==> src/rtl/gnn_result_collector.sv <==
// Collects the eight ready-qualified GNN results into a frame buffer, then streams them out.
// Optional macro GNN_COLLECT_SAT_EN: saturate each word to OUT_W bits on capture and add sat_flag.
module gnn_result_collector #(
  parameter int DATA_W      = 21,
  parameter int TIMEOUT_CYC = 64,
  parameter int OUT_W       = 16
) (
  input  logic                     clk,
  input  logic                     rst_n,
  input  logic [8*DATA_W-1:0]      res_data,
  input  logic [7:0]               res_ready,
  output logic                     m_valid,
  input  logic                     m_ready,
`ifdef GNN_COLLECT_SAT_EN
  output logic signed [OUT_W-1:0]  m_data,
  output logic                     sat_flag,
`else
  output logic signed [DATA_W-1:0] m_data,
`endif
  output logic [2:0]               m_idx,
  output logic                     m_last,
  output logic                     frame_done,
  output logic                     timeout_err,
  output logic                     overrun_err,
  input  logic                     err_clr
);

  typedef enum logic {COLLECT = 1'b0, SEND = 1'b1} state_e;

  localparam int CNT_W = (TIMEOUT_CYC > 2) ? $clog2(TIMEOUT_CYC) : 1;
  localparam logic [CNT_W-1:0] CNT_MAX = CNT_W'(TIMEOUT_CYC - 1);
`ifdef GNN_COLLECT_SAT_EN
  localparam int BW = OUT_W;
`else
  localparam int BW = DATA_W;
`endif
  localparam logic signed [DATA_W-1:0] SAT_MAX = DATA_W'((1 << (OUT_W - 1)) - 1);
  localparam logic signed [DATA_W-1:0] SAT_MIN = ~SAT_MAX;

  function automatic logic signed [OUT_W-1:0] sat_word(input logic signed [DATA_W-1:0] x);
    if (x > SAT_MAX) return SAT_MAX[OUT_W-1:0];
    if (x < SAT_MIN) return SAT_MIN[OUT_W-1:0];
    return x[OUT_W-1:0];
  endfunction

  function automatic logic clipped(input logic signed [DATA_W-1:0] x);
    return (x > SAT_MAX) || (x < SAT_MIN);
  endfunction

  function automatic logic signed [BW-1:0] cap_word(input logic signed [DATA_W-1:0] x);
`ifdef GNN_COLLECT_SAT_EN
    return sat_word(x);
`else
    return x;
`endif
  endfunction

  state_e                state_q, state_d;
  logic [7:0]            rdy_prev_q, mask_q, mask_d, mask_new, cap;
  logic signed [BW-1:0]  buf_q [8];
  logic signed [BW-1:0]  buf_d [8];
  logic [CNT_W-1:0]      cnt_q, cnt_d;
  logic [2:0]            idx_q, idx_d;
  logic                  m_valid_q, m_valid_d, m_last_q, m_last_d;
  logic signed [BW-1:0]  m_data_q, m_data_d;
  logic [2:0]            m_idx_q, m_idx_d;
  logic                  frame_done_q, frame_done_d;
  logic                  timeout_err_q, timeout_err_d, overrun_err_q, overrun_err_d;
  logic                  timeout_set, overrun_set;
`ifdef GNN_COLLECT_SAT_EN
  logic [7:0]            sat_q, sat_d;
  logic                  sat_flag_q, sat_flag_d;
`endif

  // Rising-edge detect: a held-high ready level captures only once.
  assign cap = res_ready & ~rdy_prev_q;

  always_comb begin
    state_d      = state_q;
    mask_new     = mask_q | cap;
    mask_d       = mask_q;
    buf_d        = buf_q;
    cnt_d        = cnt_q;
    idx_d        = idx_q;
    frame_done_d = 1'b0;
    timeout_set  = 1'b0;
    overrun_set  = 1'b0;
`ifdef GNN_COLLECT_SAT_EN
    sat_d        = sat_q;
`endif
    case (state_q)
      COLLECT: begin
        for (int k = 0; k < 8; k++) begin
          if (cap[k]) begin
            buf_d[k] = cap_word(res_data[k*DATA_W +: DATA_W]);
`ifdef GNN_COLLECT_SAT_EN
            sat_d[k] = clipped(res_data[k*DATA_W +: DATA_W]);
`endif
          end
        end
        // Completion outranks a timeout landing in the same cycle.
        if (mask_new == 8'hFF) begin
          state_d = SEND;
          mask_d  = mask_new;
          idx_d   = 3'd0;
          cnt_d   = '0;
        end else if (mask_q == 8'h00) begin
          mask_d = mask_new;
          cnt_d  = '0;
        end else if (cnt_q == CNT_MAX) begin
          mask_d      = 8'h00;
          cnt_d       = '0;
          timeout_set = 1'b1;
        end else begin
          mask_d = mask_new;
          cnt_d  = cnt_q + 1'b1;
        end
      end
      SEND: begin
        overrun_set = |cap;
        if (m_valid_q && m_ready) begin
          if (idx_q == 3'd7) begin
            state_d      = COLLECT;
            mask_d       = 8'h00;
            idx_d        = 3'd0;
            frame_done_d = 1'b1;
          end else begin
            idx_d = idx_q + 3'd1;
          end
        end
      end
      default: state_d = COLLECT;
    endcase

    // Output words are registered from the next-state view so SEND shows idx 0 one cycle after completion.
    m_valid_d     = (state_d == SEND);
    m_data_d      = m_valid_d ? buf_d[idx_d] : '0;
    m_idx_d       = m_valid_d ? idx_d : 3'd0;
    m_last_d      = m_valid_d && (idx_d == 3'd7);
    timeout_err_d = timeout_set | (timeout_err_q & ~err_clr);
    overrun_err_d = overrun_set | (overrun_err_q & ~err_clr);
`ifdef GNN_COLLECT_SAT_EN
    sat_flag_d    = m_valid_d && sat_d[idx_d];
`endif
  end

  always_ff @(posedge clk) begin
    if (!rst_n) begin
      state_q       <= COLLECT;
      rdy_prev_q    <= 8'h00;
      mask_q        <= 8'h00;
      for (int k = 0; k < 8; k++) buf_q[k] <= '0;
      cnt_q         <= '0;
      idx_q         <= 3'd0;
      m_valid_q     <= 1'b0;
      m_data_q      <= '0;
      m_idx_q       <= 3'd0;
      m_last_q      <= 1'b0;
      frame_done_q  <= 1'b0;
      timeout_err_q <= 1'b0;
      overrun_err_q <= 1'b0;
`ifdef GNN_COLLECT_SAT_EN
      sat_q         <= 8'h00;
      sat_flag_q    <= 1'b0;
`endif
    end else begin
      state_q       <= state_d;
      rdy_prev_q    <= res_ready;
      mask_q        <= mask_d;
      buf_q         <= buf_d;
      cnt_q         <= cnt_d;
      idx_q         <= idx_d;
      m_valid_q     <= m_valid_d;
      m_data_q      <= m_data_d;
      m_idx_q       <= m_idx_d;
      m_last_q      <= m_last_d;
      frame_done_q  <= frame_done_d;
      timeout_err_q <= timeout_err_d;
      overrun_err_q <= overrun_err_d;
`ifdef GNN_COLLECT_SAT_EN
      sat_q         <= sat_d;
      sat_flag_q    <= sat_flag_d;
`endif
    end
  end

  assign m_valid     = m_valid_q;
  assign m_data      = m_data_q;
  assign m_idx       = m_idx_q;
  assign m_last      = m_last_q;
  assign frame_done  = frame_done_q;
  assign timeout_err = timeout_err_q;
  assign overrun_err = overrun_err_q;
`ifdef GNN_COLLECT_SAT_EN
  assign sat_flag    = sat_flag_q;
`endif

endmodule

==> config.mk <==
export PLATFORM = sky130hd
export DESIGN_NAME = gnn_result_collector
export DESIGN_NICKNAME = d
export VERILOG_FILES = /design/src/rtl/gnn_result_collector.sv
export SDC_FILE = /design/constraint.sdc
export NUM_CORES = 1
export LEC_CHECK = 0
export ABC_AREA = 1
export BUFFER_PORTS_ARGS = -buffer_cell sky130_fd_sc_hd__buf_4
export CORE_MARGIN = 2
export CORE_UTILIZATION = 30
export DETAILED_ROUTE_END_ITERATION = 7
export PLACE_DENSITY = 0.58
export SYNTH_ARGS = -nofsm -noshare
export SYNTH_HDL_FRONTEND = slang
export SYNTH_SLANG_ARGS = --single-unit
==> constraint.sdc <==
create_clock -name clk -period 1.7 [get_ports clk]
set_input_delay 0 -clock clk [delete_from_list [all_inputs] [get_ports clk]]
set_output_delay 0 -clock clk [all_outputs]
set_load 0.02 [all_outputs]
==> After elaboration in Yosys (flattened, before gate mapping) <==
Index checks and enable logic that the tools add are counted.
Widths: inputs -> output; s select.
{ "word_totals": {"register_bits": 222} }
{ "classes": {"eq_ne": 6, "n_lt_le_gt_ge": 1, "n_bitwise": 10, "addsub": 2, "n_reduce_logical": 7, "muxes": 35} }
{ "ops": {"columns": ["cell", "count"], "rows": [
  ["$mux 21", 10],
  ["$mux 168", 1],
  ["$bmux 21 s3", 1],
  ["$mux 8", 5],
  ["$mux 6", 3],
  ["$pmux 8 s2", 1],
  ["$mux 1", 9],
  ["$mux 3", 3],
  ["$and 8x8->8", 1],
  ["$eq 8x8->1 const B", 1],
  ["$logic_not 8->1", 1],
  ["$not 8->8", 1],
  ["$or 8x8->8", 1],
  ["$reduce_or 8->1", 1],
  ["$add 6x1->6 const B", 1],
  ["$eq 3x3->1 const B", 2],
  ["$eq 6x6->1 const B", 1],
  ["$pmux 3 s2", 1],
  ["$ge 4x4->1 const B", 1],
  ["$ne 2x1->1 const B", 2],
  ["$not 3->4", 1],
  ["$reduce_and 2->1", 2],
  ["$add 3x1->3 const B", 1],
  ["$reduce_and 3->1", 1],
  ["other kinds (5)", 9]
]} }

==> Longest topological paths before layout <==
{ "logic_depth": {"word_depth": 10, "ltp_mapped": 14, "ltp_nobuf": 13} }

==> Worst setup path after synthesis <==
Ideal clock, no wire load.
{ "synth_path": {"kind": "flip-flop to flip-flop", "startpoint": "register m_valid_q (netlist: m_valid)", "endpoint": "register m_data_q[3] (netlist: m_data[3])", "path_slack_ns": -0.059, "period_less_slack_ns": 1.759, "stages_incl_launch_ff": 11, "arrival_time_ns": 1.646, "required_ns": 1.588, "n_path_buf": 2, "cell_sequence": "dfxtp_1 inv_2 buf_2 nand3_1 buf_4 mux2i_1 nand2_1 nand3_1 nand2_1 nand2_1 nand2_1"} }
{ "synth_between": {"elab_chain_cells": 7, "word_cells_on_any_way": 12} }
{ "synth_rtl": {"columns": ["item", "line_no", "source"], "rows": [
  ["start: declaration", "64", "logic m_valid_q, m_valid_d, m_last_q, m_last_d;"],
  ["start signal: assignment", "173", "m_valid_q <= m_valid_d;"],
  ["$logic_and 1x1->1", "121", "if (m_valid_q && m_ready) begin"],
  ["$mux 3", "121", null],
  ["$pmux 3 s2", "91", "case (state_q)"],
  ["$not 3->4 (implied by the code)", "137", "m_data_d = m_valid_d ? buf_d[idx_d] : '0;"],
  ["$bmux 21 s3", "137", null],
  ["$mux 21 (implied by the code) (2 in series)", "137", null],
  ["end signal: assignment", "174", "m_data_q <= m_data_d;"],
  ["end: declaration", "65", "logic signed [BW-1:0] m_data_q, m_data_d;"]
]} }
Several ways; a longest one is shown, not always the timed one. The select of a mux whose other input is x is not followed.
A chain may end at the register's enable or synchronous reset.

==> Worst setup path in the final report <==
{ "layout_path": {"startpoint": "register idx_q[1]", "endpoint": "register m_data_q[16] (netlist: m_data[16])"} }
{ "layout_between": {"elab_chain_cells": 8, "word_cells_on_any_way": 14} }
{ "layout_rtl": {"columns": ["item", "line_no", "source"], "rows": [
  ["start: declaration", "63", "logic [2:0] idx_q, idx_d;"],
  ["start signal: assignment", "172", "idx_q <= idx_d;"],
  ["$add 3x1->3 or $eq 3x3->1 (tied branches)", "128, 122", null],
  ["$mux 3", "122", "if (idx_q == 3'd7) begin"],
  ["$mux 3", "121", null],
  ["$pmux 3 s2", "91", null],
  ["$not 3->4 (implied by the code)", "137", null],
  ["$bmux 21 s3", "137", null],
  ["$mux 21 (implied by the code) (2 in series)", "137", null]
]} }
Several ways; a longest one is shown, not always the timed one. The select of a mux whose other input is x is not followed.

==> summary.md <==
| Metric | Value |
|---|---|
| Final net count | `1839` |
| Crit. End Element | `register` |
| Fraction of final layout cells with drive strength greater than 1 | `32.2%` |
| Fin. Hold Viols | `0` |
| Vias in the first global route | `9915` |
| Number of antenna-violating nets in the routed design | `0` |
| Startpoint class of the critical path | `register` |
| Synthesized area divided by synthesized cell count | `8.05 µm²` |
| Post-detailed-route DRC marker count | `0` |
| Worst-case clock skew | `0.0119 ns` |
| Worst r2r dst | `m_data[16]` |
| Required arrival time at the worst endpoint | `2.12 ns` |
| Iteration count of the initial detailed-routing pass | `5` |
| Lkg Pwr | `8.05 nW` |
| Die Span X | `181 µm` |
| Relative area change from synthesis to final layout | `72.7%` |
| Final worst path period share | `112%` |
| Violated checks | `negative setup slack` |
| Net Count, Synth | `1345` |
| Combinational cell fraction of total power | `16.9%` |
| CTS tree | `yes` |
| Class of the most critical setup path | `reg2reg` |
| Launch point of the worst hold path | `err_clr` |
| Starting density of the core | `30.5%` |
| Setup TNS | `-3.52 ns` |
| Vertical die dimension | `181 µm` |
| Share of synthesized area occupied by flip-flops and latches | `47.5%` |
| Placement-stage worst setup slack | `-0.379 ns` |
| Largest area contributor in the synthesized netlist | `sky130_fd_sc_hd__dfxtp_1` |
| Achievable clock frequency | `525 MHz` |
| Netlist cell types | `28` |
| Setup slack, reg-to-reg | `-0.20 ns` |
| Measured slew at the worst slew-check pin | `0.760 ns` |
| Fraction of power consumed by sequential logic | `40.8%` |
| All-Layer GR Usage | `22.0%` |
| Highest net fanout along the worst path | `8` |
| Pin count of the biggest net entering global routing | `145` |
| Max Transition Viols Final | `0` |
| Total Die Area | `32600 µm²` |
| Synthesis-stage register bit count | `222` |
| YS warnings | `0` |
| Endpoint, Worst Hold | `timeout_err` |
| Total instance count after detailed placement | `1783` |
| Clock insertion delay at the later pin of the skew report | `0.53 ns` |
| Core area | `30700 µm²` |
| Switching power of the nets | `3.39 mW` |
| Top-area cell type share of the netlist area | `47.5%` |
| IR Drop Worst-Case VDD | `0.693 mV` |
| Number of vias after detailed routing | `9813` |
| Fill cells | `2754` |
| Last weighted congestion value of the routability-driven placer | `0.846` |
| Routed wire per std cell | `18.1 µm` |
| Clock transition at path regs | `0.06 ns` |
| Final wirelength | `37.5 mm` |
| Number of input and output port buffers inserted | `208` |
| Initial antenna violation count | `0` |
| Main area contributors after synthesis | `sky130_fd_sc_hd__dfxtp_1 48%, sky130_fd_sc_hd__mux2i_1 18%, sky130_fd_sc_hd__nand2_1 13%, sky130_fd_sc_hd__nor2_1 7.2%, sky130_fd_sc_hd__nand3_1 5.3%` |
| Total of endpoints with negative setup slack in the final report | `23` |
| Half-perimeter wire length after detailed placement | `23.0 mm` |
| Global-route wire length before repair | `55.8 mm` |
| Count of antenna diodes in the layout | `0` |
| Switching part of the total power | `24.9%` |
| Gate count of the mapped netlist | `1162` |
| Fin crit period | `1.90 ns` |
| Starting DRT DRC Count | `654` |
| Power density over the cells | `844 nW/µm²` |
| Row cnt | `64` |
| Number of vias per cell after detailed routing | `4.74` |
| Slew Limit Headroom | `49.3%` |
| Summed instance area of the synthesized netlist | `9350 µm²` |
| Final core utilization | `52.6%` |
| Clock tree sinks | `222` |
| Final global-route overflow total | `0` |
| PnR Total Power | `13.6 mW` |
| Final setup slack of the worst path | `-0.204 ns` |
| Internal power | `10.2 mW` |
| # Max-Cap Violations | `0` |
| Reg-to-reg startpoint | `idx_q[1]` |
| Final cell count without fillers | `2069` |
| Clock buffer count from CTS | `26` |
| Worst hold path depth | `5` |
| CTS Root Cell | `sky130_fd_sc_hd__clkbuf_16` |
| Worst-case reg-to-reg path depth | `13` |
| Min-Delay Path Class | `in2reg` |
| Worst Path Arrival | `2.32 ns` |
| RSZ-0062 raised after global routing | `yes` |
| I/O pin total | `209` |
| Deepest level of the CTS H-tree | `1` |
| Result of the run | `finished, violations left` |
| Maximum clock path buffer count | `3` |
| Part of the total power dissipated in the clock network | `42.3%` |
[state kept, by name (all words and copies together), names as in the netlist]
register and cells:
frame_done 1, mask_q 8, cnt_q 6, idx_q 3
timeout_err 1, m_data 21, m_idx 3, m_valid 1
buf_q 168, overrun_err 1, m_last 1, rdy_prev_q 8
[through the flow]
stage | area (µm²) | hold slack, ns
2_1_floorplan | 9350 | 0.0935
3_3_place_gp | 11900 | 0.191
3_5_place_dp | 11900 | 0.192
4_1_cts | 15800 | 0.256
5_1_grt | 16100 | 0.302
6_report | 16100 | 0.279
[worst max-delay path by stage]
stage                              from         end  slack, ns  cells after the start
after floorplan                idx_q[0]   m_data[3]     -0.004                     12
after global placement         idx_q[0]   m_data[9]      -0.33                     12
after detailed placement       idx_q[0]  m_data[16]      -0.38                     13
after CTS                      idx_q[1]  m_data[16]      -0.20                     13
after global routing      rdy_prev_q[6]  m_data[16]      -0.28                     15
final                          idx_q[1]  m_data[16]      -0.20                     13
[layout make-up]
| class | count | area (µm²) | share of cell area [%] |
|---|---|---|---|
| Timing Repair Buffer | 532 | 5110 | 31.6 |
| Multi-Input combinational cell | 824 | 4990 | 30.9 |
| Sequential cell | 222 | 4450 | 27.6 |
| Clock buffer | 40 | 805 | 4.98 |
| Tap cell | 396 | 495 | 3.07 |
| Inverter | 50 | 218 | 1.35 |
| Clock inverter | 5 | 80.1 | 0.496 |
[worst max-delay path, cell delays in order (launching register included)]
cell and delay [ns]:
sky130_fd_sc_hd__dfxtp_4 0.36, sky130_fd_sc_hd__ha_4 0.16, sky130_fd_sc_hd__ha_4 0.15, sky130_fd_sc_hd__nor3_2 0.14, sky130_fd_sc_hd__a21o_2 0.17, sky130_fd_sc_hd__nand2_8 0.10, sky130_fd_sc_hd__inv_16 0.11, sky130_fd_sc_hd__buf_12 0.14
sky130_fd_sc_hd__buf_6 0.11, sky130_fd_sc_hd__nand2_2 0.05, sky130_fd_sc_hd__nand3_2 0.07, sky130_fd_sc_hd__nand2_2 0.05, sky130_fd_sc_hd__nand2_2 0.11, sky130_fd_sc_hd__nand2_1 0.07
[cells in the final DEF, fill, tap and decap left out, types with 2 or more instances in the layout]
cell type | netlist | layout
sky130_fd_sc_hd__bufinv_16 | 0 | 2
sky130_fd_sc_hd__nor3_1 | 6 | 5
sky130_fd_sc_hd__buf_8 | 0 | 3
sky130_fd_sc_hd__nor2_1 | 180 | 176
sky130_fd_sc_hd__clkbuf_16 | 0 | 31
sky130_fd_sc_hd__dlygate4sd3_1 | 0 | 187
sky130_fd_sc_hd__nand4_1 | 5 | 5
sky130_fd_sc_hd__buf_12 | 0 | 22
sky130_fd_sc_hd__nand3_4 | 1 | 3
sky130_fd_sc_hd__a211oi_1 | 2 | 2
sky130_fd_sc_hd__nand2_8 | 0 | 2
sky130_fd_sc_hd__mux2i_1 | 165 | 162
sky130_fd_sc_hd__clkbuf_8 | 0 | 8
sky130_fd_sc_hd__inv_2 | 4 | 4
sky130_fd_sc_hd__buf_4 | 12 | 292
sky130_fd_sc_hd__buf_6 | 1 | 11
sky130_fd_sc_hd__dfxtp_2 | 0 | 3
sky130_fd_sc_hd__mux2i_2 | 0 | 2
sky130_fd_sc_hd__inv_1 | 46 | 42
sky130_fd_sc_hd__ha_4 | 0 | 2
sky130_fd_sc_hd__clkinvlp_4 | 0 | 3
sky130_fd_sc_hd__nand3_2 | 0 | 48
sky130_fd_sc_hd__clkbuf_1 | 25 | 5
sky130_fd_sc_hd__nand2_4 | 1 | 8
sky130_fd_sc_hd__buf_16 | 0 | 12
sky130_fd_sc_hd__nand3_1 | 99 | 49
sky130_fd_sc_hd__nor2_4 | 0 | 3
sky130_fd_sc_hd__o21ai_0 | 7 | 6
sky130_fd_sc_hd__o22ai_1 | 2 | 2
sky130_fd_sc_hd__nand2_1 | 331 | 262
sky130_fd_sc_hd__a21oi_1 | 13 | 12
sky130_fd_sc_hd__dfxtp_1 | 222 | 218
sky130_fd_sc_hd__nor2_2 | 2 | 3
sky130_fd_sc_hd__nand2_2 | 2 | 62
[per-layer routing]
| metal | up-vias | GRT usage, % | share of wire [%] |
|---|---|---|---|
| met5 | - | 0 | 0 |
| met1 | 4666 | 27.8 | 42 |
| met3 | 81 | 3.54 | 5.3 |
| li1 | 4738 | - | - |
| met4 | 0 | 8.13 | 3.7 |
| met2 | 328 | 37.6 | 49 |
[synthesized netlist by cell type]
library cell,count
sky130_fd_sc_hd__a21o_2,1
sky130_fd_sc_hd__inv_1,46
sky130_fd_sc_hd__buf_4,12
sky130_fd_sc_hd__clkbuf_1,25
sky130_fd_sc_hd__a21oi_1,13
sky130_fd_sc_hd__nor3_1,6
sky130_fd_sc_hd__mux2_2,1
sky130_fd_sc_hd__inv_2,4
sky130_fd_sc_hd__a31o_2,1
sky130_fd_sc_hd__o22ai_1,2
sky130_fd_sc_hd__dfxtp_1,222
sky130_fd_sc_hd__buf_2,25
sky130_fd_sc_hd__o21ai_0,7
sky130_fd_sc_hd__buf_1,3
sky130_fd_sc_hd__nand3_4,1
sky130_fd_sc_hd__buf_6,1
sky130_fd_sc_hd__nor2_2,2
sky130_fd_sc_hd__mux2i_1,165
sky130_fd_sc_hd__a31oi_1,1
sky130_fd_sc_hd__nand2_1,331
sky130_fd_sc_hd__nand2_2,2
sky130_fd_sc_hd__nand4_1,5
sky130_fd_sc_hd__nor4_1,1
sky130_fd_sc_hd__a211oi_1,2
sky130_fd_sc_hd__nand2_4,1
sky130_fd_sc_hd__nor2_1,180
sky130_fd_sc_hd__nand3_1,99
sky130_fd_sc_hd__ha_1,3
[logic make-up after synthesis]
| family | after synthesis | share of synthesized area (%) |
|---|---|---|
| muxes | 166 | 17.8 |
| AOI/OAI and AO/OA | 27 | 1.62 |
| adders and majority gates | 3 | 0.401 |
| buffers and inverters | 116 | 5.55 |
| and+or+nand+nor | 628 | 27.1 |
| DFF | 222 | 47.5 |
[power groups by stage]
stage	Sequential, mW	Combinational (mW)	Clock [mW]
2_1_floorplan	5.65	0.918	0
3_3_place_gp	5.66	1.70	0
3_5_place_dp	5.67	1.70	0
4_1_cts	5.56	2.21	5.86
5_1_grt	5.59	2.49	6.06
6_report	5.56	2.31	5.76
[what timing repair did]
item	4_1_cts	5_1_grt
resized for setup	131	70
cloned	12	5
buffers inserted	34	6
pin swaps	21	26
setup endpoints to repair	23	36
hold endpoints to repair	216	0
hold buffers	187	0
Note: power is estimated with default switching activity, not from simulation.
